[config.mk]
export PLATFORM = sky130hd
export DESIGN_NAME = inst_fetch
export DESIGN_NICKNAME = d
export VERILOG_FILES = /design/src/rtl/if_pkg.sv /design/src/rtl/if_skid_buf.sv /design/src/rtl/inst_fetch.sv
export VERILOG_INCLUDE_DIRS = /design/src /design/src/rtl
export SDC_FILE = /design/constraint.sdc
export NUM_CORES = 1
export LEC_CHECK = 0
export CELL_PAD_IN_SITES_DETAIL_PLACEMENT = 1
export CELL_PAD_IN_SITES_GLOBAL_PLACEMENT = 1
export CORE_UTILIZATION = 40
export CTS_BUF_LIST = sky130_fd_sc_hd__clkbuf_4
export CTS_CLUSTER_SIZE = 16
export DETAILED_ROUTE_END_ITERATION = 16
export HOLD_SLACK_MARGIN = 0.12
export PLACE_DENSITY_LB_ADDON = 0.2
export RECOVER_POWER = 100
export REMOVE_ABC_BUFFERS = 1
export SLEW_MARGIN = 20
export SYNTH_ARGS = -nofsm -noshare
export SYNTH_HDL_FRONTEND = slang
export SYNTH_HIERARCHICAL = 1
export SYNTH_SLANG_ARGS = --single-unit
export TNS_END_PERCENT = 10
[constraint.sdc]
create_clock -name clk -period 5.2 [get_ports clk]
set_input_delay 0.78 -clock clk [delete_from_list [all_inputs] [get_ports clk]]
set_output_delay 0.78 -clock clk [all_outputs]
set_load 0.01 [all_outputs]
[src/rtl/width_param.sv]
// Global datapath widths shared by the fetch stage and its neighbours.
`ifndef WIDTH_PARAM_SV
`define WIDTH_PARAM_SV
`define ADDR_WIDTH 32
`define INST_WIDTH 32
`endif

[src/rtl/if_pkg.sv]
// Shared types and constants for the instruction-fetch stage.
`include "width_param.sv"

package if_pkg;

  typedef enum logic [1:0] {
    IDLE = 2'd0,
    REQ  = 2'd1,
    WAIT = 2'd2,
    FULL = 2'd3
  } if_state_e;

  localparam logic [`ADDR_WIDTH-1:0] RESET_PC_DEFAULT = 32'h1c00_0000;
  localparam logic [`ADDR_WIDTH-1:0] PC_STEP          = 32'd4;

  typedef struct packed {
    logic [`ADDR_WIDTH-1:0] pc;
    logic [`INST_WIDTH-1:0] inst;
  } if_entry_t;

endpackage

[src/rtl/if_skid_buf.sv]
// Output register toward decode plus a one-entry skid buffer; flush empties both.
`include "width_param.sv"

module if_skid_buf
  import if_pkg::*;
(
  input  logic                   clk,
  input  logic                   rst_n,
  input  logic                   flush,
  input  logic                   in_valid,
  input  logic [`ADDR_WIDTH-1:0] in_pc,
  input  logic [`INST_WIDTH-1:0] in_inst,
  input  logic                   out_ready,
  output logic                   slot_free,
  output logic                   out_valid,
  output logic [`ADDR_WIDTH-1:0] out_pc,
  output logic [`INST_WIDTH-1:0] out_inst
);

  if_entry_t out_q, out_d;
  if_entry_t buf_q, buf_d;
  logic      out_valid_q, out_valid_d;
  logic      buf_valid_q, buf_valid_d;
  if_entry_t in_entry;

  assign in_entry  = '{pc: in_pc, inst: in_inst};
  assign slot_free = !out_valid_q || out_ready;

  always_comb begin
    out_d       = out_q;
    buf_d       = buf_q;
    out_valid_d = out_valid_q;
    buf_valid_d = buf_valid_q;
    if (flush) begin
      out_valid_d = 1'b0;
      buf_valid_d = 1'b0;
    end else begin
      if (out_valid_q && out_ready) begin
        out_valid_d = 1'b0;
      end
      // The buffer always drains ahead of new data so ordering is preserved.
      if (buf_valid_q && out_ready) begin
        out_d       = buf_q;
        out_valid_d = 1'b1;
        buf_valid_d = 1'b0;
      end else if (in_valid) begin
        if (slot_free) begin
          out_d       = in_entry;
          out_valid_d = 1'b1;
        end else begin
          buf_d       = in_entry;
          buf_valid_d = 1'b1;
        end
      end
    end
  end

  always_ff @(posedge clk or negedge rst_n) begin
    if (!rst_n) begin
      out_q       <= '0;
      buf_q       <= '0;
      out_valid_q <= 1'b0;
      buf_valid_q <= 1'b0;
    end else begin
      out_q       <= out_d;
      buf_q       <= buf_d;
      out_valid_q <= out_valid_d;
      buf_valid_q <= buf_valid_d;
    end
  end

  assign out_valid = out_valid_q;
  assign out_pc    = out_q.pc;
  assign out_inst  = out_q.inst;

endmodule

[src/rtl/inst_fetch.sv]
// Fetch stage: owns the fetch PC, runs the single-outstanding instruction bus
// handshake and hands {pc, inst} to decode through if_skid_buf.
`include "width_param.sv"

module inst_fetch
  import if_pkg::*;
#(
  parameter logic [`ADDR_WIDTH-1:0] RESET_PC = RESET_PC_DEFAULT
) (
  input  logic                   clk,
  input  logic                   rst_n,
  output logic                   inst_req,
  output logic [`ADDR_WIDTH-1:0] inst_addr,
  input  logic                   inst_addr_ok,
  input  logic                   inst_data_ok,
  input  logic [`INST_WIDTH-1:0] inst_rdata,
  input  logic                   redirect_en,
  input  logic [`ADDR_WIDTH-1:0] redirect_addr,
  input  logic                   id_ready,
  output logic                   if_valid,
  output logic [`ADDR_WIDTH-1:0] if_pc,
  output logic [`INST_WIDTH-1:0] if_inst
);

  if_state_e              state_q;
  logic [`ADDR_WIDTH-1:0] fetch_pc_q;
  logic [`ADDR_WIDTH-1:0] req_pc_q;
  logic                   drop_q;
  logic                   slot_free;
  logic                   resp_valid;

  // A response is delivered downstream only if it is neither stale nor
  // overtaken by a redirect arriving in the same cycle.
  assign resp_valid = (state_q == WAIT) && inst_data_ok && !drop_q && !redirect_en;

  always_ff @(posedge clk or negedge rst_n) begin
    if (!rst_n) begin
      state_q    <= IDLE;
      fetch_pc_q <= RESET_PC;
      req_pc_q   <= '0;
      drop_q     <= 1'b0;
    end else if (redirect_en) begin
      fetch_pc_q <= redirect_addr;
      case (state_q)
        WAIT: begin
          if (inst_data_ok) begin
            drop_q  <= 1'b0;
            state_q <= REQ;
          end else begin
            drop_q  <= 1'b1;
            state_q <= WAIT;
          end
        end
        REQ: begin
          if (inst_addr_ok) begin
            drop_q  <= 1'b1;
            state_q <= WAIT;
          end else begin
            state_q <= REQ;
          end
        end
        default: state_q <= REQ;
      endcase
    end else begin
      case (state_q)
        IDLE: state_q <= REQ;
        REQ: begin
          if (inst_addr_ok) begin
            req_pc_q   <= fetch_pc_q;
            fetch_pc_q <= fetch_pc_q + PC_STEP;
            state_q    <= WAIT;
          end
        end
        WAIT: begin
          if (inst_data_ok) begin
            if (drop_q) begin
              drop_q  <= 1'b0;
              state_q <= REQ;
            end else if (slot_free) begin
              state_q <= REQ;
            end else begin
              state_q <= FULL;
            end
          end
        end
        FULL: begin
          if (id_ready) begin
            state_q <= REQ;
          end
        end
        default: state_q <= IDLE;
      endcase
    end
  end

  assign inst_req  = (state_q == REQ);
  assign inst_addr = fetch_pc_q;

  if_skid_buf u_skid (
    .clk       (clk),
    .rst_n     (rst_n),
    .flush     (redirect_en),
    .in_valid  (resp_valid),
    .in_pc     (req_pc_q),
    .in_inst   (inst_rdata),
    .out_ready (id_ready),
    .slot_free (slot_free),
    .out_valid (if_valid),
    .out_pc    (if_pc),
    .out_inst  (if_inst)
  );

endmodule
==> impl_metrics.tcl, run 1 <==
set metrics [dict create \
    outcome "complete, but fails checks" \
    drv_slew 152 \
    worstSetupPathType "input port to flip-flop" \
    ys_ff_latch 197 \
    clockBufferDepth 2 \
    fin_cells 1108 \
    dpl_worst_slack_ns 1.75 \
    routedWlPerCell_um 19.3 \
    nNetsFinal 888 \
    clock_skew_ns 0.0237 \
    multi_input_area_mm2 0.00372 \
    synth_area_per_cell_um2 13.5 \
    place_congestion 0.813 \
    maxSlewHeadroom_pct -72.9 \
    dp.cells 1072 \
    grt_remaining_overflow 0 \
    grt_pass1_vias 6541 \
    layout-drive-gt1-share_pct 32.1 \
    cp_max_fo 64 \
    cts.sinks 197 \
    antenna_found_initial 2 \
    rrSetupSlack_ns 1.69 \
    r2r-start "state_q[0]" \
    drtIter0Drc 192 \
    worst_ep_required_time_ns 5.67 \
    cts_buffers 17 \
    tritoncts "built" \
    port_buffers 167 \
    timing.final.crit_share_pct 75.7 \
    die_x_um 151 \
    grt_max_degree 127 \
    syn-cell-area_mm2 0.00891 \
    async_flop_share_pct 100 \
    antenna_left 0 \
    max_freq_mhz 254 \
    totalWireLength_um 21400 \
    finalCriticalPeriod_ns 3.94 \
    yosys.area.top_type_share_pct 54.5 \
    violations "max-capacitance violations, max-slew violations" \
    start_kind "input port" \
    crit_end "u_skid/out_inst[20]" \
    setup_ws_ns 1.26 \
    yosys-top-cells-count "mux2_2 (224), dfrtp_1 (194), nand2_1 (28)" \
    r2r_cells 8 \
    areaGrowthSynthToFinish_pct 24.1 \
    cp-startpoint "redirect_en" \
    io_pins 168 \
    grt_pass1_wl_um 34500 \
    synth_cell_type_count 45 \
    ys_top_cells_by_area "dfrtp_1 (54%), mux2_2 (28%), nand2_1 (1.2%)" \
    fillers 2237 \
    hold_path_class "flip-flop to flip-flop" \
    ff_latch_area_mm2 0.00493 \
    cts_root_buf "clkbuf_4" \
    num_vias 5962 \
    core_area_mm2 0.0218 \
    grt_use_total_pct 19.8 \
    rsz0062_at_grt "no" \
    vdd_ir_drop_max_mv 0.143 \
    rows 54 \
    clkTransAtPathRegs_ns 0.16 \
    synth.most_common_cell "mux2_2" \
    yosysSeqAreaShare_pct 55.4 \
    finalSetupViolations 0 \
    clock_latency_ns 0.58 \
    tightest_slew_ns 2.59 \
    dp_hpwl_um 14000 \
    cts_resized 0 \
    dieArea_mm2 0.0229 \
    via_per_inst 5.38 \
    maxCapViolations 3 \
    firstDrtPassIters 4 \
    yosys_warnings 6 \
    yosys_most_used_dff "dfrtp_1" \
    initial_core_util_pct 40.8 \
    arrival_ns 4.40 \
    p_per_area_mw_per_mm2 380 \
    drc 0 \
    htreeDepth 4 \
    finalSetupTns_ns 0 \
    synth_cells 658 \
    synth_edf_count 0 \
    finalHoldViolations 0 \
    die_h_um 151 \
    yosys.area.top_type "dfrtp_1" \
    leakagePower_nw 5.05 \
    r2r-end "u_skid/out_inst[11]" \
    setup.worst_path.end_class "flip-flop" \
]
-- state kept, by name, indices dropped and copies added (netlist names) --
| register | cells |
|---|---|
| u_skid/out_pc | 32 |
| req_pc_q | 32 |
| u_skid/buf_q | 64 |
| u_skid/out_inst | 32 |
| state_q | 2 |
| inst_addr | 32 |
| u_skid/buf_valid_q | 1 |
| drop_q | 1 |
| u_skid/out_valid | 1 |
-- area by class of cell --
cell class | instances | share of cell area (%)
Tap cell | 280 | 3.17
Clock inverter | 14 | 1.36
Clock buffer | 18 | 1.22
Multi-Input combinational cell | 416 | 33.7
Timing Repair Buffer | 175 | 15.7
Sequential cell | 197 | 44.6
Inverter | 6 | 0.204
Antenna cell | 2 | 0.0452
-- worst max-delay path, stage by stage --
cell and delay, ns:
dlygate4sd3_1 0.58, clkbuf_1 1.26, a21oi_4 -0.04, clkbuf_2 1.05, mux2_1 0.72
-- stage by stage --
step | total power [W] | cell area (um^2) | utilization, % | hold slack (ns)
floorplan | 0.00277 | 8690 | - | 0.460
global placement | 0.00344 | 10800 | 49.4 | 0.477
detailed placement | 0.00352 | 10800 | 49.4 | 0.493
CTS | 0.00437 | 11100 | 50.7 | 0.337
global route | 0.00448 | 11100 | 50.7 | 0.535
finish | 0.00421 | 11100 | 50.7 | 0.518
-- where the power goes --
part	switching (W)	internal (W)
clock	0.000538	0.000297
combinational	0.000485	0.000753
sequential	0.000248	0.00189
-- kinds of logic after synthesis --
| logic type | share of synthesized area, % |
|---|---|
| mux | 28.4 |
| flops | 55.4 |
| simple gates | 6.99 |
| compound gates | 4.60 |
| buf+inv | 2.75 |
| xor+xnor | 1.18 |
| fa+ha+maj | 0.702 |
-- how the worst min path moves through the flow --
stage / cells after the start / from / endpoint / slack, ns
2_1_floorplan: 2 / req_pc_q[11] / req_pc_q[11] / 0.46
3_3_place_gp: 2 / req_pc_q[11] / req_pc_q[11] / 0.48
3_5_place_dp: 2 / req_pc_q[22] / req_pc_q[22] / 0.49
4_1_cts: 1 / rst_n / u_skid/out_inst[17] / 0.34
5_1_grt: 1 / u_skid/out_inst[27] / u_skid/out_inst[27] / 0.53
6_report: 1 / u_skid/out_inst[27] / u_skid/out_inst[27] / 0.52
-- timing repair --
| action | CTS | global route |
|---|---|---|
| buffers inserted | 0 | 0 |
| hold buffers | 0 | 1 |
| hold endpoints to repair | 0 | 45 |
-- layout by cell type (no fill, tap or decap), drive strengths merged, types with 8 or more instances in the layout --
cell type      count
o31ai             14
inv               11
nand2             29
nand4              8
nand3             11
a31oi             15
dfrtp            194
mux2             224
nor2              20
or4               13
o21ai             19
dlygate4sd3       97
clkbuf            21
clkdlybuf4s50     70
-- metal layers --
layer  global-route usage (%)  share of wire [%]
met2                     33.6                 50
met4                     5.05               0.84
met1                     25.4                 44
met5                        0                  0
met3                     4.37                4.6
Note: power is estimated with default switching activity, not from simulation.
==> inputs of run 2 (changes only) <==
Clock period 5.2 ns to 4.05 ns, I/O delays scaled along.
==> run 2 against run 1 <==
  * The run still ends with max-capacitance violations, max-slew violations left
  * Via count hardly changed
  * Non-clock buffer count rose by 2
  * Sequential power increased by 28%
  * Utilization up 0.052 points
  * Clock skew grew 0.0010 ns
  * Final cell count stayed put
  * Register-to-register slack lost 0.81 ns
  * First-iteration DRC count up 15%
  * Count of clock-buffer cells in the layout is 1 lower
  * Wire length decreased by 0.72%
==> impl_metrics.tcl, run 2 (synthesized netlist as in run 1, its figures left out) <==
set metrics [dict create \
    finalCriticalPeriod_ns 3.17 \
    antenna_found_initial 1 \
    outcome "complete, but fails checks" \
    wl_met1_um 9420 \
    max_freq_mhz 315 \
    tightest_slew_ns 1.91 \
    vdd_ir_drop_max_mv 0.268 \
    final_common_cell "mux2_2" \
    r2r-start "state_q[1]" \
    totalWireLength_um 21200 \
    seq_power_share_pct 51.0 \
    timing.final.crit_share_pct 78.3 \
    postLayoutCellArea_mm2 0.0111 \
    nNetsFinal 890 \
    areaGrowthSynthToFinish_pct 24.2 \
    grt_use_total_pct 19.8 \
    num_vias 5961 \
    route.met3.wl_um 980 \
    die_h_um 151 \
    setup_ws_ns 0.879 \
    io_pins 168 \
    leakagePower_nw 5.06 \
    grt_remaining_overflow 0 \
    firstDrtPassIters 5 \
    cts_root_buf "clkbuf_4" \
    htreeDepth 4 \
    core_area_mm2 0.0218 \
    whs_ns 0.518 \
    place_area_mm2 0.0108 \
    cts_buffers 17 \
    p_per_area_mw_per_mm2 484 \
    routedWlPerCell_um 19.2 \
    rows 54 \
    clock_skew_ns 0.0247 \
    min-delay-start "u_skid/out_inst[10]" \
    r2r-end "req_pc_q[9]" \
    grt_pass1_wl_um 34900 \
    maxSlewHeadroom_pct -27.3 \
    drv_slew 147 \
    place_congestion 0.819 \
    final_core_util_pct 50.7 \
    die_x_um 151 \
    grt_pass1_vias 6550 \
    power_frac_comb_pct 29.9 \
    p_sw_share_pct 30.0 \
    top_layer "met4" \
    dieArea_mm2 0.0229 \
    rsz0062_at_grt "no" \
    p_switching_w 0.00161 \
    slowest_delay_ns 1.37 \
    largest_register_ffs 64 \
    finalHoldViolations 0 \
    initial_core_util_pct 40.8 \
    crit_chain "inv_1, ha_1, nand3_1, mux2_2" \
    worst_ep_required_time_ns 4.50 \
    crit_slowest_cell "nand3_1" \
    dp_hpwl_um 14300 \
    maxCapViolations 3 \
    finalSetupViolations 0 \
    grt_max_degree 87 \
    clkTransAtPathRegs_ns 0.15 \
    p_clk_share_pct 19.1 \
    drc 0 \
    worstSetupPathType "flip-flop to flip-flop" \
    rrSetupSlack_ns 0.88 \
    tritoncts "built" \
    antenna_left 0 \
    r2r_cells 4 \
    setup.worst_path.end_class "flip-flop" \
    layout-drive-gt1-share_pct 32.0 \
    p_int_w 0.00375 \
    start_kind "flip-flop" \
    ctsHoldBuffers 1 \
    dpl_worst_slack_ns 0.999 \
    hold_path_class "flip-flop to flip-flop" \
    clock_latency_ns 0.57 \
    final_cell_mix "mux2_2 (223), dfrtp_1 (194), dlygate4sd3_1 (97), clkdlybuf4s50_1 (70), nand2_1 (28)" \
    via_per_inst 5.38 \
    port_buffers 167 \
    violations "max-capacitance violations, max-slew violations" \
    cts.sinks 197 \
    regMostFlops "u_skid/buf_q" \
    post_cts_buffers 0 \
    hold_depth 1 \
    drtIter0Drc 221 \
    cts_resized 0 \
    met2_length_um 10700 \
    power_w 0.00536 \
    arrival_ns 3.62 \
    hold_end "u_skid/out_inst[10]" \
    clockBufferDepth 2 \
    cp_max_fo 34 \
]
[run 2: changes by cell type in the layout (fill, tap and decap cells not counted), sizes merged]
cell and change:
clkinv +3, buf +1, inv -2, clkinvlp -2
[run 2: area by class of cell]
cell class              instances  area, um^2
fillers                      2201       10800
clock buffers                  17         128
well taps                     280         350
repair buffers                177        1780
inverters                       6        22.5
multi-input cells             416        3720
diodes                          2        5.00
clock inverters                13         133
flip-flops and latches        197        4930
[run 2: worst max-delay path by stage]
stage | slack (ns) | start | to
after floorplan | -0.07 | state_q[0] | u_skid/buf_q[0]
after global placement | 1.11 | inst_addr_ok | inst_addr[20]
after detailed placement | 1.0 | inst_addr_ok | inst_addr[18]
after CTS | 1.23 | state_q[1] | inst_req
after global routing | 0.59 | state_q[1] | req_pc_q[17]
final | 0.88 | state_q[1] | req_pc_q[9]
[run 2: stage by stage]
stage | instances | TNS [ns]
final | 1108 | 0
after global routing | 1108 | 0
after CTS | 1106 | 0
after detailed placement | 1075 | 0
after global placement | 1075 | 0
after floorplan | 619 | -4.73
[run 2: critical path: cells and delay by family, from the launching register on]
kind          cells  cell delay [ns]
simple gates      1             1.37
mux               1             0.79
flops             1             0.44
fa+ha+maj         1             0.35
buf+inv           1             0.10
[run 2: power groups by stage]
stage	registers (W)	clock network (W)	logic, W
floorplan	0.00284	0	0.000711
global placement	0.00276	0	0.00167
detailed placement	0.00280	0	0.00173
CTS	0.00276	0.00107	0.00174
global route	0.00282	0.00115	0.00175
finish	0.00274	0.00103	0.00160
[run 2: per-layer routing]
metal / vias up / track usage [%]
met5: - / 0
met1: 3104 / 26.1
met2: 137 / 33.5
met4: 0 / 4.45
met3: 18 / 3.89
li1: 2702 / -
==> inputs of run 3 (changes only) <==
Clock period 4.05 ns to 3.1 ns, I/O delays scaled along.
==> run 3 against run 2 <==
  * The flow still finishes with violations (max-capacitance violations, max-slew violations)
  * Utilization is 0.43 points higher
  * First-iteration DRC count down 23%
  * Final cell count is 0.63% higher
  * Clock power up 44%
  * Highest routed layer unchanged
==> impl_metrics.tcl, run 3 (synthesized netlist as in run 1, its figures left out) <==
set metrics [dict create \
    cts.sinks 197 \
    rows 54 \
    initial_core_util_pct 40.8 \
    fillers 2225 \
    clock_skew_ns 0.0226 \
    setup.worst_path.end_class "flip-flop" \
    arrival_ns 3.09 \
    die_h_um 151 \
    ff_latch_area_mm2 0.00493 \
    post_cts_buffers 0 \
    final_common_cell "mux2_2" \
    die_x_um 151 \
    drc 0 \
    hold_path_class "input port to flip-flop" \
    drtIter0Drc 171 \
    dp_hpwl_um 14500 \
    leakagePower_nw 5.12 \
    start_kind "flip-flop" \
    grt_remaining_overflow 0 \
    grt_pass1_wl_um 34800 \
    vdd_ir_drop_max_mv 0.253 \
    tightest_slew_ns 2.16 \
    regMostFlops "u_skid/buf_q" \
    maxCapViolations 1 \
    cts_root_buf "clkbuf_4" \
    grt_pass1_vias 6659 \
    violations "max-capacitance violations, max-slew violations" \
    routedWlPerCell_um 19.3 \
    maxSlewHeadroom_pct -43.7 \
    cp-startpoint "state_q[0]" \
    top_layer "met4" \
    max_freq_mhz 379 \
    antenna_found_initial 1 \
    areaGrowthSynthToFinish_pct 25.3 \
    layout-drive-gt1-share_pct 33.1 \
    postLayoutCellArea_mm2 0.0112 \
    whs_ns 0.443 \
    largest_register_ffs 64 \
    clkTransAtPathRegs_ns 0.16 \
    rsz0062_at_grt "no" \
    final_cell_mix "mux2_2 (224), dfrtp_1 (194), dlygate4sd3_1 (97), clkdlybuf4s50_1 (70), nand2_1 (28)" \
    via_per_inst 5.37 \
    min-delay-start "redirect_addr[27]" \
    route.met3.wl_um 930 \
    drv_slew 84 \
    htreeDepth 4 \
    finalCriticalPeriod_ns 2.64 \
    tritoncts "built" \
    worst_ep_required_time_ns 3.55 \
    num_vias 5988 \
    place_congestion 0.836 \
    worstSetupPathType "flip-flop to flip-flop" \
    dieArea_mm2 0.0229 \
    grt_use_total_pct 19.8 \
    firstDrtPassIters 4 \
    wl_met1_um 9510 \
    outcome "complete, but fails checks" \
    grt_max_degree 85 \
    antenna_left 0 \
    multi_input_area_mm2 0.00372 \
    p_per_area_mw_per_mm2 642 \
    clockBufferDepth 2 \
    finalSetupViolations 0 \
    totalWireLength_um 21600 \
    core_area_mm2 0.0218 \
    r2r-start "state_q[0]" \
    nNetsFinal 896 \
    port_buffers 167 \
    finalHoldViolations 0 \
    met2_length_um 10800 \
    io_pins 168 \
    clock_latency_ns 0.57 \
    place_area_mm2 0.0109 \
    cp_max_fo 65 \
    cts_buffers 17 \
    timing.final.crit_share_pct 85.2 \
]
==> run 3: worst paths after layout <==
kind | endpoint | slack [ns] | cells past startpoint
worst max-delay path | u_skid/buf_q[42] | 0.46 | 7
worst min-delay path | inst_addr[27] | 0.44 | 3
worst max register to register | u_skid/buf_q[42] | 0.46 | 7
worst min register to register | u_skid/out_pc[17] | 0.52 | 1
max in group asynchronous | u_skid/out_inst[6] | 0.71 | 3
min in group asynchronous | u_skid/buf_q[17] | 1.02 | 2
==> run 3: routing by layer <==
| layer | global-route usage (%) | vias up |
|---|---|---|
| met1 | 25.5 | 3079 |
| met5 | 0 | - |
| met2 | 33.5 | 154 |
| met3 | 3.80 | 25 |
| met4 | 6.10 | 0 |
| li1 | - | 2730 |
==> run 3: final cells by class <==
class                   count  area share (%)
diodes                      1          0.0224
clock buffers              18            1.21
clock inverters            14            1.55
inverters                   6           0.202
multi-input cells         416            33.3
flip-flops and latches    197            44.2
well taps                 280            3.14
repair buffers            183            16.4
==> run 3: power by group <==
part | switching (W) | leakage [nW] | total (W) | internal, W
sequential | 0.000396 | 2.57 | 0.00356 | 0.00317
clock | 0.000900 | 0.166 | 0.00148 | 0.000580
combinational | 0.000851 | 2.38 | 0.00213 | 0.00128
total | 0.00215 | 5.12 | 0.00717 | 0.00502
==> run 3: repair_timing <==
item / in CTS / in global routing
hold buffers: 1 / 0
endpoints found under the hold margin: 80 / 0
resized for setup: 0 / 0
==> run 3: worst max-delay path: stages (launching register included) <==
cell,delay [ns]
dfrtp_1,0.47
inv_1,0.09
ha_1,0.22
nand2_1,0.09
nor3_1,0.34
nor3b_1,0.45
buf_12,0.41
mux2_2,0.40
==> run 3: per-stage QoR <==
step / util, % / worst slack [ns] / total power, W / instances / TNS, ns
global placement: 50.0 / 0.446 / 0.00581 / 1081 / 0
floorplan: - / -1.02 / 0.00465 / 619 / -66.14
global route: 51.2 / 0.248 / 0.00761 / 1115 / 0
finish: 51.2 / 0.460 / 0.00717 / 1115 / 0
CTS: 51.4 / 0.505 / 0.00745 / 1114 / 0
detailed placement: 50.0 / 0.345 / 0.00595 / 1081 / 0
